### src/rtl/conv_weight_loader_if.sv
// Parameter word stream into the conv weight loader.
// Handshake: a word transfers on a rising clk edge where valid and ready are
// both high; the source holds data stable while valid is high and ready is
// low, and ready never depends on valid.
interface conv_weight_loader_if;
    logic [15:0] data;
    logic        valid;
    logic        ready;

    // Parameter source (host DMA or test harness)
    modport master (
        output data,
        output valid,
        input  ready
    );

    // Loader side
    modport slave (
        input  data,
        input  valid,
        output ready
    );
endinterface

### src/rtl/conv_weight_loader.sv
// conv_weight_loader: walks a flat 16-bit parameter stream into the weight
// write port of one conv layer. The regions are kernel, bias, MACC
// coefficient and layer scale, in that order.
// Optional feature macro: CONV_WEIGHT_LOADER_CHECKSUM_EN adds a trailing
// checksum word, a CHECK state and the sticky checksum_err output.
module conv_weight_loader #(
    parameter int unsigned KERNEL_0              = 3,
    parameter int unsigned KERNEL_1              = 3,
    parameter int unsigned IN_CHANNEL            = 2,
    parameter int unsigned OUT_CHANNEL           = 2,
    parameter int unsigned KERNEL_BASE_ADDR      = 0,
    parameter int unsigned BIAS_BASE_ADDR        = 36,
    parameter int unsigned MACC_COEFF_BASE_ADDR  = 38,
    parameter int unsigned LAYER_SCALE_BASE_ADDR = 39
) (
    input  logic                 clk,
    input  logic                 rst,
    input  logic                 start,
    conv_weight_loader_if.slave  s,
    output logic [15:0]          weight_wr_data,
    output logic [31:0]          weight_wr_addr,
    output logic                 weight_wr_en,
    output logic                 busy,
    output logic                 done,
`ifdef CONV_WEIGHT_LOADER_CHECKSUM_EN
    output logic                 checksum_err,
`endif
    output logic [2:0]           state_dbg
);

    // Region sizes in words. MACC and SCALE are single words.
    localparam logic [31:0] N_K = 32'(KERNEL_0 * KERNEL_1 * IN_CHANNEL * OUT_CHANNEL);
    localparam logic [31:0] N_B = 32'(OUT_CHANNEL);

    localparam logic [31:0] K_BASE = 32'(KERNEL_BASE_ADDR);
    localparam logic [31:0] B_BASE = 32'(BIAS_BASE_ADDR);
    localparam logic [31:0] M_BASE = 32'(MACC_COEFF_BASE_ADDR);
    localparam logic [31:0] S_BASE = 32'(LAYER_SCALE_BASE_ADDR);

    typedef enum logic [2:0] {
        ST_IDLE   = 3'd0,
        ST_KERNEL = 3'd1,
        ST_BIAS   = 3'd2,
        ST_MACC   = 3'd3,
        ST_SCALE  = 3'd4,
`ifdef CONV_WEIGHT_LOADER_CHECKSUM_EN
        ST_CHECK  = 3'd5,
`endif
        ST_DONE   = 3'd6
    } state_t;

    state_t      state;
    logic [31:0] idx;

    // Decoded from state each cycle
    logic        in_write_region;
    logic        region_last;
    logic [31:0] cur_base;
    state_t      next_region;
    logic        wr_accept;

`ifdef CONV_WEIGHT_LOADER_CHECKSUM_EN
    logic [15:0] sum;
    logic        chk_accept;
`endif

    // Region decode: which base applies, whether this is the region's last word,
    // and where the sequence goes once that word is accepted
    always_comb begin
        in_write_region = 1'b0;
        region_last     = 1'b0;
        cur_base        = K_BASE;
        next_region     = ST_IDLE;
        unique case (state)
            ST_KERNEL: begin
                in_write_region = 1'b1;
                region_last     = (idx == N_K - 32'd1);
                cur_base        = K_BASE;
                next_region     = ST_BIAS;
            end
            ST_BIAS: begin
                in_write_region = 1'b1;
                region_last     = (idx == N_B - 32'd1);
                cur_base        = B_BASE;
                next_region     = ST_MACC;
            end
            ST_MACC: begin
                in_write_region = 1'b1;
                region_last     = 1'b1;
                cur_base        = M_BASE;
                next_region     = ST_SCALE;
            end
            ST_SCALE: begin
                in_write_region = 1'b1;
                region_last     = 1'b1;
                cur_base        = S_BASE;
`ifdef CONV_WEIGHT_LOADER_CHECKSUM_EN
                next_region     = ST_CHECK;
`else
                next_region     = ST_DONE;
`endif
            end
            default: begin
                in_write_region = 1'b0;
                region_last     = 1'b0;
                cur_base        = K_BASE;
                next_region     = ST_IDLE;
            end
        endcase
    end

    // ready follows state alone so the source may hold valid low indefinitely
`ifdef CONV_WEIGHT_LOADER_CHECKSUM_EN
    assign s.ready    = in_write_region | (state == ST_CHECK);
    assign chk_accept = s.valid & (state == ST_CHECK);
`else
    assign s.ready    = in_write_region;
`endif

    // Only parameter words produce writes; the checksum word never reaches conv
    assign wr_accept = s.valid & in_write_region;

    assign state_dbg = state;

    // Sequencer: state, word index, registered write port and status outputs
    always_ff @(posedge clk) begin
        if (rst) begin
            state          <= ST_IDLE;
            idx            <= 32'd0;
            weight_wr_en   <= 1'b0;
            weight_wr_data <= 16'd0;
            weight_wr_addr <= 32'd0;
            busy           <= 1'b0;
            done           <= 1'b0;
`ifdef CONV_WEIGHT_LOADER_CHECKSUM_EN
            sum            <= 16'd0;
            checksum_err   <= 1'b0;
`endif
        end else begin
            // One write strobe per accepted parameter word, one cycle later
            weight_wr_en <= wr_accept;
            if (wr_accept) begin
                weight_wr_data <= s.data;
                weight_wr_addr <= cur_base + idx;
            end
            done <= 1'b0;

            unique case (state)
                ST_IDLE: begin
                    if (start) begin
                        state <= ST_KERNEL;
                        idx   <= 32'd0;
                        busy  <= 1'b1;
`ifdef CONV_WEIGHT_LOADER_CHECKSUM_EN
                        sum          <= 16'd0;
                        checksum_err <= 1'b0;
`endif
                    end
                end

                ST_KERNEL, ST_BIAS, ST_MACC, ST_SCALE: begin
                    if (wr_accept) begin
`ifdef CONV_WEIGHT_LOADER_CHECKSUM_EN
                        sum <= sum + s.data;
`endif
                        if (region_last) begin
                            state <= next_region;
                            idx   <= 32'd0;
                        end else begin
                            idx <= idx + 32'd1;
                        end
                    end
                end

`ifdef CONV_WEIGHT_LOADER_CHECKSUM_EN
                ST_CHECK: begin
                    // Trailing word is compared against the running sum, never written
                    if (chk_accept) begin
                        if (s.data != sum) begin
                            checksum_err <= 1'b1;
                        end
                        state <= ST_DONE;
                        idx   <= 32'd0;
                    end
                end
`endif

                ST_DONE: begin
                    // The last write strobe is on the port this cycle; done follows it
                    done  <= 1'b1;
                    busy  <= 1'b0;
                    state <= ST_IDLE;
                end

                default: begin
                    state <= ST_IDLE;
                    idx   <= 32'd0;
                    busy  <= 1'b0;
                end
            endcase
        end
    end

endmodule
### src/flat_wrapper.sv
// flat-port wrapper written by rule: the top's interface ports become plain ports
module conv_weight_loader_flat 
#(
    parameter int unsigned KERNEL_0              = 3,
    parameter int unsigned KERNEL_1              = 3,
    parameter int unsigned IN_CHANNEL            = 2,
    parameter int unsigned OUT_CHANNEL           = 2,
    parameter int unsigned KERNEL_BASE_ADDR      = 0,
    parameter int unsigned BIAS_BASE_ADDR        = 36,
    parameter int unsigned MACC_COEFF_BASE_ADDR  = 38,
    parameter int unsigned LAYER_SCALE_BASE_ADDR = 39
)
  (clk, rst, start, weight_wr_data, weight_wr_addr, weight_wr_en, busy, done, state_dbg, s_data, s_valid, s_ready);
  conv_weight_loader_if s_i ();
  input  logic clk;
  input  logic rst;
  input  logic start;
  output logic [15:0] weight_wr_data;
  output logic [31:0] weight_wr_addr;
  output logic weight_wr_en;
  output logic busy;
  output logic done;
  output logic [2:0] state_dbg;
  input wire logic [$bits(s_i.data)-1:0] s_data;
  input wire logic [$bits(s_i.valid)-1:0] s_valid;
  output wire logic [$bits(s_i.ready)-1:0] s_ready;
  assign s_i.data = s_data;
  assign s_i.valid = s_valid;
  assign s_ready = s_i.ready;
  conv_weight_loader #(.KERNEL_0(KERNEL_0), .KERNEL_1(KERNEL_1), .IN_CHANNEL(IN_CHANNEL), .OUT_CHANNEL(OUT_CHANNEL), .KERNEL_BASE_ADDR(KERNEL_BASE_ADDR), .BIAS_BASE_ADDR(BIAS_BASE_ADDR), .MACC_COEFF_BASE_ADDR(MACC_COEFF_BASE_ADDR), .LAYER_SCALE_BASE_ADDR(LAYER_SCALE_BASE_ADDR)) u_core (.clk(clk), .rst(rst), .start(start), .s(s_i), .weight_wr_data(weight_wr_data), .weight_wr_addr(weight_wr_addr), .weight_wr_en(weight_wr_en), .busy(busy), .done(done), .state_dbg(state_dbg));
endmodule
### config.mk
export PLATFORM = sky130hd
export DESIGN_NAME = conv_weight_loader_flat
export DESIGN_NICKNAME = d
export VERILOG_FILES = /design/src/rtl/conv_weight_loader_if.sv /design/src/rtl/conv_weight_loader.sv /design/src/flat_wrapper.sv
export SDC_FILE = /design/constraint.sdc
export NUM_CORES = 1
export LEC_CHECK = 0
export BUFFER_PORTS_ARGS = -buffer_cell sky130_fd_sc_hd__buf_2
export CAP_MARGIN = 5
export CELL_PAD_IN_SITES_DETAIL_PLACEMENT = 1
export CELL_PAD_IN_SITES_GLOBAL_PLACEMENT = 1
export CORE_UTILIZATION = 45
export CTS_CLUSTER_SIZE = 40
export DETAILED_ROUTE_END_ITERATION = 16
export PLACE_DENSITY = 0.95
export REMOVE_ABC_BUFFERS = 1
export SYNTH_ARGS = -nofsm -noshare
export SYNTH_HDL_FRONTEND = slang
export SYNTH_SLANG_ARGS = --single-unit
export TNS_END_PERCENT = 10
### constraint.sdc
create_clock -name clk -period 3.9 [get_ports clk]
set_clock_uncertainty 0.05 [all_clocks]
set_input_delay 0.195 -clock clk [delete_from_list [all_inputs] [get_ports clk]]
set_output_delay 0.195 -clock clk [all_outputs]
set_load 0.02 [all_outputs]
==> flow_summary.ini, run 1 <==
[timing]
rsz0062_at_grt = no
layout_worst_path_cycle_share_pct = 83.4
tightest_slew_ns = 0.806
min_period_ns = 3.25
slew_viol_final = 0
max_freq_ghz = 0.308
relSlewSlack_pct = 46.1
setup_viol = 0
setup-tns-final_ns = 0
hold_viol = 0
timing.final.ws_setup_ns = 0.648

[setup_path]
end_kind = flop
crit_slowest_cell = dfxtp_1
crit_path_frequent_cell = nand2_1
criticalPathCategory = reg2reg
critical_path.max_stage_delay_ns = 0.65
cp.required_ns = 4.13
cp_max_fo = 15
worstSetupStartpointType = flop
cp.arrival_ns = 3.48
crit_chain = nor2_1, nand2_1, nand2_1, ha_1, a21o_1, a41o_1, nand2_1, or4_1, a311oi_1

[routing]
routedWlPerCell_um = 18.0
antenna_left = 0
routed-via-count = 4167
drc_errors = 0
first_pass_iters = 4
first_iter_violations = 169
vias_per_cell = 5.82
wl_um = 12900

[finish]
n_fill_cell = 1165
drive_above_1_share_pct = 18.4
area_growth_pct = 14.8
final_area_um2 = 4980
nets = 609
diodes = 0

[synth]
async_reset_ff_share_pct = 0
synth_most_common_cell = dfxtp_1
synth-seq-cells = 86
ys_warn_count = 0
synth_top_cell_by_area = dfxtp_1
ys.flop_type = dfxtp_1
synth_edf_count = 0
synth_top_area_share_pct = 39.6
ys_seq_area_share_pct = 39.6
yosys.cell_types.count = 52
avgSynthCellArea_um2 = 8.15
synth_area_leaders = dfxtp_1 (40%), xor2_1 (8.3%), nand2_1 (5.7%)
synthCells = 533
synth_area_um2 = 4340
yosys-top-cells-count = dfxtp_1 (86), nand2_1 (66), nor2_1 (65)

[placed_design]
place_congestion = 0.890
dp_hpwl_um = 8860
post-place-ws_ns = 0.784
placed_area_um2 = 4710
portBuffers = 74

[clock_network]
post_cts_resized = 0
clock_path_buffers = 2
cts_htree_levels = 3
clk_pin_slew_worst_paths_ns = 0.09
cts_buffers = 9
cts_tree = built
cts_num_sinks = 86
root_buffer = clkbuf_8
cts_setup_buffers = 0
clock_latency_ns = 0.37

[floorplanning]
die_w_um = 100
dieArea_um2 = 10000
die_height_um = 100
io_pins = 75
num_rows = 35
start_util_pct = 46.8
core_um2 = 9280

[global_routing]
grt_pass1_vias = 4251
grt_pass1_wl_um = 20900
antenna_found_initial = 0
grt_max_degree = 37
grt_usage_pct = 26.5
overflow = 0

[outcome]
status = finished clean

[power_and_ir_drop]
power_density_nw_per_um2 = 364
irDropWorstVdd_v = 0.000136
cellLeakagePower_nw = 1.87

[flow_run]
cap_violations = 0

[worst_hold_path]
min_path_type = in2reg
[cells by family after synthesis]
| logic type | Yosys count | share of synthesized area (%) |
|---|---|---|
| adders and majority gates | 6 | 1.90 |
| muxes | 3 | 0.720 |
| DFF | 86 | 39.6 |
| and+or+nand+nor | 250 | 29.3 |
| buffers and inverters | 53 | 5.39 |
| xor gates and xnor gates | 50 | 10.1 |
| AOI/OAI and AO/OA | 85 | 13.0 |
[layout make-up]
type | count | area, µm² | area share, %
inverter | 5 | 18.8 | 0.377
sequential | 86 | 1720 | 34.5
tap | 129 | 161 | 3.24
multi-input combinational | 394 | 2390 | 47.9
timing repair buffer | 87 | 483 | 9.69
clock buffer | 10 | 128 | 2.56
clock inverter | 5 | 83.8 | 1.68
[metal layers]
metal	up-vias	GRT usage (%)	share of wire [%]
li1	1969	-	-
met3	23	4.46	5.0
met2	126	46.9	51
met1	2049	32.1	42
met5	-	0	0
met4	0	10.0	2.0
[sequential cells by signal, summed over array words and instances, names as in the netlist]
| name | flops |
|---|---|
| u_core.busy | 1 |
| u_core.done | 1 |
| u_core.idx | 32 |
| u_core.state_dbg | 3 |
| u_core.weight_wr_addr | 32 |
| u_core.weight_wr_data | 16 |
| u_core.weight_wr_en | 1 |
[worst paths after layout]
path | start | end | slack, ns | cells after the start
worst max-delay path | u_core.state_dbg[0] | u_core.weight_wr_addr[30] | 0.65 | 9
worst min-delay path | s_data[13] | u_core.weight_wr_data[13] | 0.01 | 3
worst max register to register | u_core.state_dbg[0] | u_core.weight_wr_addr[30] | 0.65 | 9
worst min register to register | u_core.weight_wr_addr[0] | u_core.weight_wr_addr[0] | 0.40 | 2
[critical path, delay by kind of cell, from the launching register on]
| family | cells | cell delay, ns |
|---|---|---|
| AOI/OAI and AO/OA | 3 | 0.89 |
| and+or+nand+nor | 5 | 1.18 |
| DFF | 1 | 0.65 |
| adders and majority gates | 1 | 0.38 |
[layout by cell type (no fill, tap or decap), types with 5 or more instances in the layout]
| cell | count |
|---|---|
| dfxtp_1 | 86 |
| buf_2 | 74 |
| nand2_1 | 66 |
| nor2_1 | 65 |
| xor2_1 | 41 |
| a21oi_1 | 32 |
| nand4_1 | 28 |
| nand3_1 | 27 |
| a211oi_1 | 26 |
| nor4_1 | 11 |
| or3_1 | 9 |
| xnor2_1 | 9 |
| clkbuf_8 | 9 |
| nor3_1 | 7 |
| buf_4 | 7 |
| o21ai_0 | 6 |
| dlygate4sd3_1 | 6 |
| inv_1 | 5 |
| ha_1 | 5 |
[metrics by stage]
| step | std cells | hold WS (ns) | power (mW) | util [%] |
|---|---|---|---|---|
| 2_1_floorplan | 485 | 0.214 | 1.05 | - |
| 3_3_place_gp | 695 | 0.384 | 1.12 | 50.8 |
| 3_5_place_dp | 695 | 0.394 | 1.13 | 50.8 |
| 4_1_cts | 716 | 0.00400 | 1.83 | 53.7 |
| 5_1_grt | 716 | 0.0109 | 1.88 | 53.7 |
| 6_report | 716 | 0.0101 | 1.81 | 53.7 |
[power breakdown]
part / internal (mW) / switching [mW] / total, mW
Sequential: 0.906 / 0.0181 / 0.924
Clock: 0.360 / 0.339 / 0.699
Combinational: 0.0639 / 0.125 / 0.189
Total: 1.33 / 0.483 / 1.81
[timing repair]
item                                    in CTS  in global routing
endpoints found under the hold margin        6                  0
endpoints found under the setup margin       0                  0
hold buffers                                 6                  0
Power figures use the tool's default switching activity.
==> run 2: changes to the inputs <==
--- a/config.mk
+++ b/config.mk
@@ -9,10 +9,10 @@
 export CAP_MARGIN = 5
 export CELL_PAD_IN_SITES_DETAIL_PLACEMENT = 1
 export CELL_PAD_IN_SITES_GLOBAL_PLACEMENT = 1
-export CORE_UTILIZATION = 45
+export CORE_UTILIZATION = 41
 export CTS_CLUSTER_SIZE = 40
 export DETAILED_ROUTE_END_ITERATION = 16
-export PLACE_DENSITY = 0.95
+export PLACE_DENSITY = 0.9
 export REMOVE_ABC_BUFFERS = 1
 export SYNTH_ARGS = -nofsm -noshare
 export SYNTH_HDL_FRONTEND = slang
==> constraint.sdc (replaced) <==
create_clock -name clk -period 3.4 [get_ports clk]
set_clock_uncertainty 0.05 [all_clocks]
set_input_delay 0.17 -clock clk [delete_from_list [all_inputs] [get_ports clk]]
set_output_delay 0.17 -clock clk [all_outputs]
set_load 0.02 [all_outputs]
==> flow_summary.ini, run 2 (synthesized netlist as in run 1, its figures left out) <==
[clock_network]
cts_setup_buffers = 0
cts_htree_levels = 3
post_cts_resized = 0
cts_num_sinks = 86
clock_path_buffers = 2
cts_tree = built
clk_pin_slew_worst_paths_ns = 0.08
clock_latency_ns = 0.36
cts_buffers = 9
root_buffer = clkbuf_8

[setup_path]
rr_worst_depth = 9
end_kind = flop
r2r_start = u_core.state_dbg[0]
criticalPathCategory = reg2reg
worstSetupStartpointType = flop
cp.required_ns = 3.61
r2r_end = u_core.weight_wr_addr[30]
crit_path_end = u_core.weight_wr_addr[30]
r2r_setup_slack_ns = 0.27
crit_start = u_core.state_dbg[0]
cp.arrival_ns = 3.35
cp_max_fo = 15

[finish]
final_area_um2 = 5020
diodes = 0
final_cell_mix = dfxtp_1 (86), buf_2 (74), nand2_1 (66)
final_cells = 728
area_growth_pct = 15.5
layout_commonest_cell = dfxtp_1
nets = 616
n_fill_cell = 1266
top_regs = u_core.idx (32), u_core.weight_wr_addr (32), u_core.weight_wr_data (16)
drive_above_1_share_pct = 17.9

[global_routing]
grt_pass1_wl_um = 20700
grt_max_degree = 78
antenna_found_initial = 0
grt_pass1_vias = 4245
grt_usage_pct = 23.4
overflow = 0

[routing]
routed-via-count = 4090
wl_um = 12300
antenna_left = 0
first_iter_violations = 158
vias_per_cell = 5.62
drc_errors = 0
routedWlPerCell_um = 16.9
first_pass_iters = 4

[power_and_ir_drop]
power_density_nw_per_um2 = 383
cellLeakagePower_nw = 1.89
irDropWorstVdd_v = 0.000146

[flow_run]
cap_violations = 0

[placed_design]
portBuffers = 74
placed_area_um2 = 4710
place_congestion = 0.844
dp.cells = 701
dp_hpwl_um = 8380

[timing]
setup_viol = 0
slew_viol_final = 0
setup-tns-final_ns = 0
fin_hold_ws_ns = 0.0121
relSlewSlack_pct = 38.5
layout_worst_path_cycle_share_pct = 92.1
min_period_ns = 3.13
hold_viol = 0
tightest_slew_ns = 0.920
rsz0062_at_grt = no
max_freq_ghz = 0.319

[floorplanning]
io_pins = 75
core_um2 = 10300
die_w_um = 105
start_util_pct = 42.3
num_rows = 37
die_height_um = 105
dieArea_um2 = 11000

[worst_hold_path]
min_path_type = in2reg

[outcome]
status = finished clean
==> run 2: report_power, final <==
| group | leakage (nW) | internal [mW] | total (mW) | switching, mW |
|---|---|---|---|---|
| sequential | 0.698 | 1.04 | 1.06 | 0.0212 |
| clock | 0.0869 | 0.291 | 0.640 | 0.348 |
| combinational | 1.11 | 0.0794 | 0.221 | 0.142 |
==> run 2: cell type report <==
type	instances	area, µm²	area share (%)
multi-input combinational	394	2390	47.6
tap	136	170	3.39
sequential	86	1720	34.3
clock buffer	11	151	3.02
timing repair buffer	94	556	11.1
clock inverter	2	10.0	0.200
inverter	5	18.8	0.374
==> run 2: worst min-delay path by stage <==
stage	startpoint	endpoint	slack, ns	cells past startpoint
2_1_floorplan	rst	u_core.busy	0.19	1
3_3_place_gp	s_data[15]	u_core.weight_wr_data[15]	0.36	3
3_5_place_dp	s_data[8]	u_core.weight_wr_data[8]	0.37	3
4_1_cts	s_data[1]	u_core.weight_wr_data[1]	0.002	3
5_1_grt	s_data[1]	u_core.weight_wr_data[1]	0.008	3
6_report	s_data[1]	u_core.weight_wr_data[1]	0.01	3
==> run 2: through the flow <==
stage	util, %	power (mW)	setup slack, ns
final	48.8	1.92	0.268
after global routing	48.8	2.01	0.0510
after CTS	48.8	1.94	0.304
after detailed placement	45.9	1.29	0.326
after global placement	45.9	1.28	0.564
after floorplan	-	1.20	0.610
==> run 2: per-layer routing <==
| layer | part of all wire, % | GRT usage, % | wire length [µm] | up-vias |
|---|---|---|---|---|
| met4 | 2.6 | 9.46 | 325 | 0 |
| met2 | 48 | 40.0 | 5910 | 101 |
| met1 | 45 | 28.7 | 5480 | 1990 |
| met3 | 4.5 | 4.55 | 555 | 23 |
| li1 | - | - | - | 1976 |
| met5 | 0 | 0 | 0 | - |
==> run 2: repair_timing <==
action,4_1_cts,5_1_grt
hold buffers,14,0
setup endpoints to repair,0,0
endpoints found under the hold margin,14,0
==> run 2: critical path: stages, from the launching register on <==
cell and delay (ns):
dfxtp_1 0.62, nor2_1 0.13, nand2_1 0.15, nand2_1 0.11, ha_1 0.37, a21o_1 0.20
a41o_1 0.45, nand2_1 0.18, or4_1 0.53, a311oi_1 0.25
==> run 3: changes to the inputs <==
--- a/config.mk
+++ b/config.mk
@@ -9,11 +9,14 @@
 export CAP_MARGIN = 5
 export CELL_PAD_IN_SITES_DETAIL_PLACEMENT = 1
 export CELL_PAD_IN_SITES_GLOBAL_PLACEMENT = 1
+export CORE_ASPECT_RATIO = 1.25
 export CORE_UTILIZATION = 41
 export CTS_CLUSTER_SIZE = 40
 export DETAILED_ROUTE_END_ITERATION = 16
+export MAX_ROUTING_LAYER = met4
 export PLACE_DENSITY = 0.9
 export REMOVE_ABC_BUFFERS = 1
+export SETUP_SLACK_MARGIN = 0.2
 export SYNTH_ARGS = -nofsm -noshare
 export SYNTH_HDL_FRONTEND = slang
 export SYNTH_SLANG_ARGS = --single-unit
==> flow_summary.ini, run 3 (synthesized netlist as in run 1, its figures left out) <==
[setup_path]
cp_max_fo = 12
end_kind = flop
criticalPathCategory = reg2reg
crit_buf_inv = 0
critical_path.max_stage_delay_ns = 0.55
path_delay_family = simple AND/OR/NAND/NOR gates
crit_chain = nor2_1, nand2_1, nand2_1, ha_1, a21o_1, a41o_1, nand2_1, or4_1, a311oi_1
cp.required_ns = 3.61
crit_slowest_cell = dfxtp_1
cp.arrival_ns = 3.15
crit_path_frequent_cell = nand2_1
worstSetupStartpointType = flop

[finish]
n_fill_cell = 1246
final_cells = 711
final_area_um2 = 5040
drive_above_1_share_pct = 18.9
layout_commonest_cell = dfxtp_1
diodes = 0
top_regs = u_core.idx (32), u_core.weight_wr_addr (32), u_core.weight_wr_data (16)
final_util_pct = 49.4
area_growth_pct = 16.1
nets = 603
final_cell_mix = dfxtp_1 (84), buf_2 (74), nand2_1 (66)

[timing]
relSlewSlack_pct = 53.5
rsz0062_at_grt = no
setup_viol = 0
setup-tns-final_ns = 0
layout_worst_path_cycle_share_pct = 86.5
hold_viol = 0
tightest_slew_ns = 0.692
max_freq_ghz = 0.340
min_period_ns = 2.94
slew_viol_final = 0
fin_hold_ws_ns = 0.00629

[floorplanning]
die_w_um = 94.1
num_rows = 41
core_um2 = 10200
start_util_pct = 42.5
die_height_um = 117
io_pins = 75
dieArea_um2 = 11000

[routing]
drc_errors = 0
routed-via-count = 4005
first_iter_violations = 257
antenna_left = 0
vias_per_cell = 5.63
routedWlPerCell_um = 16.9
wl_um = 12000
first_pass_iters = 4

[placed_design]
placed_area_um2 = 4730
portBuffers = 74
dp.cells = 695
place_congestion = 0.916
dp_hpwl_um = 8360

[global_routing]
grt_usage_pct = 23.7
antenna_found_initial = 0
grt_pass1_vias = 3942
grt_pass1_wl_um = 19700
overflow = 0
grt_max_degree = 78

[clock_network]
cts_hold_buffers = 0
cts_setup_buffers = 0
clk_pin_slew_worst_paths_ns = 0.07
post_cts_resized = 0
cts_htree_levels = 3
clock_path_buffers = 2
cts_buffers = 9
clock_latency_ns = 0.35
cts_tree = built
cts_num_sinks = 86
root_buffer = clkbuf_16

[power_and_ir_drop]
irDropWorstVdd_v = 0.000202
cellLeakagePower_nw = 1.91
power_density_nw_per_um2 = 462

[outcome]
status = finished clean

[flow_run]
cap_violations = 0

[worst_hold_path]
min_path_type = in2reg
==> run 3: layout make-up <==
type / count / area, µm² / area share (%)
Multi-Input combinational cell: 394 / 2390 / 47.4
Inverter: 5 / 18.8 / 0.372
Clock inverter: 5 / 82.6 / 1.64
Clock buffer: 11 / 233 / 4.61
Tap cell: 129 / 161 / 3.20
Timing Repair Buffer: 81 / 435 / 8.63
Sequential cell: 86 / 1720 / 34.2
==> run 3: worst register-to-register path, cell delays in order (launching register included) <==
cell and delay, ns:
dfxtp_1 0.55, nor2_1 0.13, nand2_1 0.16, nand2_1 0.11, ha_1 0.36, a21o_1 0.17, a41o_1 0.40, nand2_1 0.17
or4_1 0.52, a311oi_1 0.24
==> run 3: final timing paths <==
path | startpoint | endpoint | slack (ns) | cells after the start
setup / recovery | u_core.state_dbg[1] | u_core.weight_wr_addr[30] | 0.46 | 9
hold / removal | s_data[4] | u_core.weight_wr_data[4] | 0.006 | 3
setup reg to reg | u_core.state_dbg[1] | u_core.weight_wr_addr[30] | 0.46 | 9
hold reg to reg | u_core.weight_wr_data[11] | u_core.weight_wr_data[11] | 0.40 | 2
==> run 3: report_power, final <==
group          internal [mW]  total (mW)  switching, mW
sequential              1.04        1.06         0.0209
combinational         0.0714       0.211          0.140
clock                  0.647        1.06          0.410
total                   1.76        2.33          0.571
==> run 3: stage by stage <==
step / power, mW / setup slack, ns
global placement: 1.29 / 0.556
finish: 2.33 / 0.460
CTS: 2.35 / 0.347
global route: 2.41 / 0.233
floorplan: 1.20 / 0.610
detailed placement: 1.30 / 0.354
==> run 3: metal layers <==
metal	part of all wire (%)	GRT usage, %
met5	0	-
met4	1.8	9.64
met3	4.4	3.88
met2	49	39.3
met1	44	28.6
